### config.mk
export PLATFORM = sky130hd
export DESIGN_NAME = regfile_sb
export DESIGN_NICKNAME = d
export VERILOG_FILES = /design/src/rtl/regfile_sb.sv
export SDC_FILE = /design/constraint.sdc
export NUM_CORES = 2
export LEC_CHECK = 0
export CAP_MARGIN = 20
export CORE_MARGIN = 2
export CORE_UTILIZATION = 43
export CTS_BUF_LIST = sky130_fd_sc_hd__clkbuf_4 sky130_fd_sc_hd__clkbuf_8
export CTS_CLUSTER_DIAMETER = 30
export DETAILED_ROUTE_END_ITERATION = 8
export GPL_TIMING_DRIVEN = 0
export MAX_ROUTING_LAYER = met4
export PLACE_DENSITY = 0.68
export SETUP_SLACK_MARGIN = 0.2
export SLEW_MARGIN = 5
export SYNTH_ARGS = -nofsm -noshare
export SYNTH_HDL_FRONTEND = slang
export SYNTH_SLANG_ARGS = --single-unit
### constraint.sdc
create_clock -name i_clk -period 48.8 [get_ports i_clk]
set_input_delay 7.32 -clock i_clk [delete_from_list [all_inputs] [get_ports i_clk]]
set_output_delay 7.32 -clock i_clk [all_outputs]
set_load 0.01 [all_outputs]
### src/rtl/regfile_sb.sv
// regfile_sb: parametrised integer register file with a per-register
// scoreboard.
//
// Purpose:
//   Holds NUM_REGS registers of DATA_W bits. Register 0 always reads as zero.
//   The block has two combinational read ports, one debug read port and one
//   synchronous writeback port. Each register also has a busy bit. Issue sets
//   the busy bit to reserve a destination, and writeback clears it. A
//   registered counter tracks how many registers are busy. A combinational
//   stall flags RAW hazards on used sources and WAW hazards on the reserve
//   target.
//
// Optional feature:
//   REGFILE_BYPASS_EN - when defined, a writeback is forwarded to any read
//   or debug port that addresses the same register in the same cycle.
//
// Ports:
//   i_clk, i_rst                 clock, asynchronous active-high reset
//   i_rs1_addr/i_rs2_addr        source read addresses
//   i_rs1_used/i_rs2_used        issuing instruction consumes rs1/rs2
//   o_rs1_data/o_rs2_data        source read data (combinational)
//   o_rs1_busy/o_rs2_busy        source has a pending producer
//   i_rsv_valid/i_rsv_addr       reserve a destination register
//   o_stall                      RAW/WAW issue hazard
//   i_rd_wren/i_rd_addr/i_rd_data  writeback (also releases busy)
//   i_dbg_addr/o_dbg_data        debug read port (combinational)
//   o_busy_cnt                   number of busy registers (registered)
module regfile_sb #(
  parameter int DATA_W   = 32,
  parameter int NUM_REGS = 32,
  parameter int ADDR_W   = 5
) (
  input  logic              i_clk,
  input  logic              i_rst,
  input  logic [ADDR_W-1:0] i_rs1_addr,
  input  logic [ADDR_W-1:0] i_rs2_addr,
  input  logic              i_rs1_used,
  input  logic              i_rs2_used,
  output logic [DATA_W-1:0] o_rs1_data,
  output logic [DATA_W-1:0] o_rs2_data,
  output logic              o_rs1_busy,
  output logic              o_rs2_busy,
  input  logic              i_rsv_valid,
  input  logic [ADDR_W-1:0] i_rsv_addr,
  output logic              o_stall,
  input  logic              i_rd_wren,
  input  logic [ADDR_W-1:0] i_rd_addr,
  input  logic [DATA_W-1:0] i_rd_data,
  input  logic [ADDR_W-1:0] i_dbg_addr,
  output logic [DATA_W-1:0] o_dbg_data,
  output logic [ADDR_W:0]   o_busy_cnt
);

  // Storage covers the whole address space, so every address indexes the
  // arrays directly. Entries at 0 and at or above NUM_REGS are tied to zero.
  localparam int              DEPTH      = 1 << ADDR_W;
  localparam logic [ADDR_W:0] NUM_REGS_W = (ADDR_W+1)'(NUM_REGS);

  function automatic logic addr_ok(input logic [ADDR_W-1:0] a);
    return (a != '0) && ({1'b0, a} < NUM_REGS_W);
  endfunction

  logic [DATA_W-1:0] reg_data [DEPTH];
  logic [DEPTH-1:0]  reg_busy;

  logic wr_ok;
  logic rsv_ok;
  logic same_wr_rsv;

  assign wr_ok       = i_rd_wren && addr_ok(i_rd_addr);
  assign rsv_ok      = i_rsv_valid && addr_ok(i_rsv_addr);
  assign same_wr_rsv = wr_ok && rsv_ok && (i_rd_addr == i_rsv_addr);

  // ------------------------------------------------------------------
  // Register and busy-bit storage
  // ------------------------------------------------------------------
  genvar gi;
  generate
    for (gi = 0; gi < DEPTH; gi++) begin : g_reg
      if (gi == 0 || gi >= NUM_REGS) begin : g_zero
        assign reg_data[gi] = '0;
        assign reg_busy[gi] = 1'b0;
      end else begin : g_live
        localparam logic [ADDR_W-1:0] IDX = ADDR_W'(gi);
        logic [DATA_W-1:0] data_reg;
        logic              busy_reg;
        logic              wr_hit;
        logic              rsv_hit;

        assign wr_hit  = wr_ok && (i_rd_addr == IDX);
        assign rsv_hit = rsv_ok && (i_rsv_addr == IDX);

        always_ff @(posedge i_clk or posedge i_rst) begin
          if (i_rst) begin
            data_reg <= '0;
            busy_reg <= 1'b0;
          end else begin
            if (wr_hit) begin
              data_reg <= i_rd_data;
            end
            // A reserve in the same cycle as the writeback is a new producer,
            // so it overrides the release.
            if (rsv_hit) begin
              busy_reg <= 1'b1;
            end else if (wr_hit) begin
              busy_reg <= 1'b0;
            end
          end
        end

        assign reg_data[gi] = data_reg;
        assign reg_busy[gi] = busy_reg;
      end
    end
  endgenerate

  // ------------------------------------------------------------------
  // Read ports: 0 = rs1, 1 = rs2, 2 = debug
  // ------------------------------------------------------------------
  logic [ADDR_W-1:0] port_addr [3];
  logic [DATA_W-1:0] port_data [3];
  logic [2:0]        port_busy;

  assign port_addr[0] = i_rs1_addr;
  assign port_addr[1] = i_rs2_addr;
  assign port_addr[2] = i_dbg_addr;

  generate
    for (gi = 0; gi < 3; gi++) begin : g_port
      logic port_ok;
      assign port_ok = addr_ok(port_addr[gi]);
`ifdef REGFILE_BYPASS_EN
      // A writeback to this address shows up in the same cycle. Busy stays
      // set only if the same register is also being re-reserved now.
      logic fwd;
      assign fwd = wr_ok && (i_rd_addr == port_addr[gi]);
      assign port_data[gi] = fwd ? i_rd_data
                                 : (port_ok ? reg_data[port_addr[gi]] : '0);
      assign port_busy[gi] = fwd ? (rsv_ok && (i_rsv_addr == port_addr[gi]))
                                 : (port_ok && reg_busy[port_addr[gi]]);
`else
      assign port_data[gi] = port_ok ? reg_data[port_addr[gi]] : '0;
      assign port_busy[gi] = port_ok && reg_busy[port_addr[gi]];
`endif
    end
  endgenerate

  assign o_rs1_data = port_data[0];
  assign o_rs2_data = port_data[1];
  assign o_dbg_data = port_data[2];
  assign o_rs1_busy = port_busy[0];
  assign o_rs2_busy = port_busy[1];

  // ------------------------------------------------------------------
  // Hazard detection
  // ------------------------------------------------------------------
  // WAW: the reserve target already has an outstanding producer. With
  // forwarding, a same-cycle writeback to the target retires that producer.
  logic rsv_busy;
`ifdef REGFILE_BYPASS_EN
  assign rsv_busy = rsv_ok && reg_busy[i_rsv_addr] &&
                    !(wr_ok && (i_rd_addr == i_rsv_addr));
`else
  assign rsv_busy = rsv_ok && reg_busy[i_rsv_addr];
`endif

  assign o_stall = (i_rs1_used && port_busy[0]) ||
                   (i_rs2_used && port_busy[1]) ||
                   (i_rsv_valid && rsv_busy);

  // ------------------------------------------------------------------
  // Busy counter: tracks popcount(busy) incrementally
  // ------------------------------------------------------------------
  logic            set_new;
  logic            clr_old;
  logic [ADDR_W:0] busy_cnt_reg;
  logic [ADDR_W:0] busy_cnt_next;

  assign set_new = rsv_ok && !reg_busy[i_rsv_addr];
  // Releasing a register that is re-reserved in the same cycle leaves it
  // busy, so that case does not count as a release.
  assign clr_old = wr_ok && reg_busy[i_rd_addr] && !same_wr_rsv;

  assign busy_cnt_next = busy_cnt_reg + (ADDR_W+1)'(set_new)
                                      - (ADDR_W+1)'(clr_old);

  always_ff @(posedge i_clk or posedge i_rst) begin
    if (i_rst) begin
      busy_cnt_reg <= '0;
    end else begin
      busy_cnt_reg <= busy_cnt_next;
    end
  end

  assign o_busy_cnt = busy_cnt_reg;

endmodule
; After elaboration in Yosys (flattened, before gate mapping)
; Index checks and enable logic that the tools add are counted.
[word_totals]
reg_bits = 1029
inputBits = 63
out_inout_bits = 105
wordCells = 335
[classes]
add_sub_neg = 2
n_lt_le_gt_ge = 7
n_eq_ne = 63
muxes = 82
n_bitwise = 3
n_reduce_logical = 115
[ops]
columns = cell, count
row1 = $bmux 32 s5, 3
row2 = $mux 32, 9
row3 = $eq 5x5->1 const B, 32
row4 = $eq 5x4->1 const B, 16
row5 = $logic_and 1x1->1, 75
row6 = $mux 1, 66
row7 = $reduce_bool 2->1, 31
row8 = $eq 5x3->1 const B, 8
row9 = $reduce_bool 5->1, 5
row10 = $lt 5x6->1 const B, 4
row11 = $bmux 1 s5, 4
row12 = $eq 5x2->1 const B, 4
row13 = $ge 6x6->1 const B, 3
row14 = $not 5->6, 3
row15 = $eq 5x1->1 const B, 2
row16 = $add 6x1->6, 1
row17 = $sub 6x1->6, 1
row18 = $eq 5x5->1, 1
row19 = $logic_not 1->1, 2
row20 = $logic_or 1x1->1, 2

; Depth between registers and ports, before layout
[depth]
ltp_word = 7
mapped_depth = 15
depth_no_buf = 13

; Worst setup path before layout
; OpenSTA, ideal clock, no wires.
[synth_path]
kind = input port to output port
from = input port i_rs2_addr[0]
to = output port o_rs2_data[0]
arrival_ps = 9318
required_time_ps = 41480
setup_slack_ps = 32162
cell_stages = 5
n_path_buf = 2
path_cell_list = buf_2 > buf_1 > mux4_2 > mux4_2 > mux2_2
[synth_between]
elab_chain_cells = 5
elab_cells_between_ends = 6
classes_between = 4 x mux / 1 x bitwise / 1 x reduce/logical
[synth_rtl]
columns = element, line_no
row1 = "start, declared", 36  ; input logic [ADDR_W-1:0] i_rs2_addr,
row2 = $not 5->6 (implied by the code), 142  ; assign port_data[gi] = port_ok ? reg_data[port_addr[gi]] : '0;
row3 = $bmux 32 s5, 142
row4 = $mux 32 (implied by the code) (2 in series), 142
row5 = $mux 32 *, 142
row6 = "end, declared", 40  ; output logic [DATA_W-1:0] o_rs2_data,
; Mark *: on every way between the ends. The rest lies on a longest branch, timed or not. The select of a mux whose other input is x is not followed.

; Worst setup path in the final report
[layout_path]
from = input port i_rs2_addr[1]
to = output port o_rs2_data[17]
; The elaborated chain is that of the path after synthesis.

==> flow_summary.ini <==
[clock_network]
numCtsBuffers = 283
clk_path_buf_depth = 4
clock_sinks = 1029
cts_max_level = 5
clkTransAtPathRegs_ps = 50
cts_tree = built
clock_latency_ps = 1020
cts_setup_buffers = 0
cts.repair.resized = 0
cts-root-buf = clkbuf_8
cts_hold_buf = 0

[finish]
final_core_util_pct = 51.3
largest_reg_flops = 992
fin_cells = 6520
final_common_cell = mux2_2
area_delta_synth_final_pct = 18.2
final_cell_mix = mux2_2 (1,193), dfrtp_1 (1,029), mux4_2 (887), clkbuf_8 (330), clkbuf_1 (236)
drive_above_1_share_pct = 61.5
layout.nets = 4461
fin_area_um2 = 75000

[worst_setup_path]
cp-end-kind = output port
arrival_ps = 11850
start_kind = primary input
path_cells = clkdlybuf4s50_1, buf_6, clkbuf_1, clkbuf_1, mux4_2, mux4_2, mux2_2, clkdlybuf4s50_1
cp_slowest_cell = clkbuf_1
critPathKind = in2out
crit_path_max_incr_delay_ps = 980
critPathMaxFanout = 10
critPathRequiredTime_ps = 41480

[placed_design]
gp_congestion = 0.969
dpl_cell_area_um2 = 68400
dp_hpwl_um = 175000
numPortBuffers = 149
post-place-cells = 6014

[global_route]
grt_max_degree = 120
grt_usage_pct = 34.1
grt_pass1_vias = 46000
antenna_found_initial = 8
grt_pass1_wl_um = 349000
grt_overflow = 0

[drt]
via_per_inst = 6.99
wirelength_um = 250000
routedWlPerCell_um = 38.3
routed-via-count = 45600
drc_errors = 0
drt_pass1_iterations = 6
drt-initial-drc-count = 5823
drtAntennaViolNets = 0

[timing]
setup_viol_count_final = 0
tightest_slew_ps = 1320
finalHoldViolCount = 0
hold-worst-slack_ps = 538
finalMaxSlewViolations = 0
slew-limit-headroom_pct = 12.3
timing.fmax_ghz = 0.0522
setup_tns_ps = 0
finClkSkew_ps = 45.7
rsz0062_at_grt = no
final.period_utilization_pct = 39.3
fin_crit_ps = 19170

[floorplan]
num_rows = 140
dieArea_um2 = 151000
initial_core_util_pct = 43.4
design.core.area_um2 = 146000
die_w_um = 388
num_io_pins = 168
die_h_um = 388

[synthesis]
synth_top_family_by_area = multiplexers
ys_types = 53
synth_fa_ha_area_share_pct = 0.150
synthArstFlopShare_pct = 100
postSynthAreaPerCell_um2 = 16.3
synth_xor_xnor_area_share_pct = 0.138
synth-edff-count = 0
synth-simple-area-share_pct = 0.957
netlist_instances = 3884
synth_seq_area_share_pct = 40.6
synth-compound-area-share_pct = 1.95
syn-num-nets = 3954
synth_seq_cells = 1029
synth_mux_area_share_pct = 52.9
ys_warn_count = 0
synthesis.area_um2 = 63400
ys.flop_type = dfrtp_1

[power]
ir_drop_v = 0.0000320
p_leak_nw = 31.1
power.density_nw_per_um2 = 44.6

[hold_path]
hold_path_class = reg2reg

[flow_run]
cap_viol_max_count = 0

[status]
status = finished clean
==> cell usage after synthesis (2+ instances only) <==
cell type	instances	area share, %
buf_1	49	0.29
nand3_1	9	0.071
nand4b_1	2	0.028
nor2b_1	13	0.13
nand2_1	29	0.17
xnor2_1	7	0.097
nand3b_1	3	0.036
buf_4	11	0.13
a22o_1	105	1.4
mux4_1	3	0.12
nor3_1	7	0.055
a21oi_1	3	0.024
nand4_1	6	0.059
buf_2	141	1.1
buf_6	9	0.16
mux2i_1	8	0.13
a221o_1	2	0.032
a2bb2oi_1	2	0.028
o21ai_0	17	0.13
inv_1	24	0.14
nand2b_1	8	0.079
mux4_2	887	31
dfrtp_1	1029	41
ha_1	6	0.12
xor2_1	3	0.041
clkbuf_1	246	1.5
o22ai_1	11	0.11
and3_1	3	0.030
a31oi_1	2	0.020
nor3b_2	2	0.039
mux2_2	1193	21
nor2_1	22	0.13
a22oi_1	2	0.024
==> stage by stage <==
step / total power, mW / setup slack [ps]
finish: 3.34 / 29630
global route: 3.45 / 29660
floorplan: 1.73 / 12520
global placement: 1.98 / 165
detailed placement: 2.01 / 29780
CTS: 3.33 / 29780
==> cell families after synthesis <==
| logic type | after synthesis |
|---|---|
| and+or+nand+nor | 113 |
| buffers and inverters | 480 |
| DFF | 1029 |
| xor gates and xnor gates | 10 |
| AOI/OAI and AO/OA | 154 |
| adders and majority gates | 7 |
| muxes | 2091 |
==> final timing paths <==
path | start | endpoint | cells after the start | slack (ps)
max in group asynchronous | i_rst | g_reg[19].g_live.data_reg[23] | 8 | 38780
hold / removal | o_busy_cnt[0] | o_busy_cnt[0] | 1 | 540
min in group asynchronous | i_rst | g_reg[25].g_live.data_reg[4] | 2 | 6710
setup / recovery | i_rs2_addr[1] | o_rs2_data[17] | 8 | 29630
setup reg to reg | g_reg[18].g_live.busy_reg | o_busy_cnt[4] | 12 | 45550
hold reg to reg | o_busy_cnt[0] | o_busy_cnt[0] | 1 | 540
==> final cells by class <==
cell class,count,area (um^2)
repair buffers,222,2660
inverters,24,97.6
fillers,12200,71100
plain buffers,456,2020
flip-flops and latches,1029,25700
clock buffers,367,4820
diodes,9,22.5
multi-input cells,2375,35600
well taps,1917,2400
clock inverters,121,1630
==> routing by layer <==
layer | up-vias | part of all wire [%] | wire length [um] | global-route usage [%]
met5 | - | 0 | 0 | -
li1 | 16800 | - | - | -
met1 | 24300 | 36 | 90300 | 41.7
met4 | 0 | 6.7 | 16700 | 19.1
met2 | 3480 | 44 | 110000 | 48.2
met3 | 940 | 13 | 33400 | 13.6
==> worst max-delay path: cells and delay by family <==
kind,cells,cell delay (ps)
buf+inv,5,3140
mux,3,1350
==> report_power, final <==
| group | internal [mW] | switching [mW] |
|---|---|---|
| registers | 1.03 | 0.166 |
| logic | 0.501 | 0.328 |
| clock network | 0.846 | 0.476 |
| total | 2.37 | 0.971 |
Note: power is estimated with default switching activity, not from simulation.
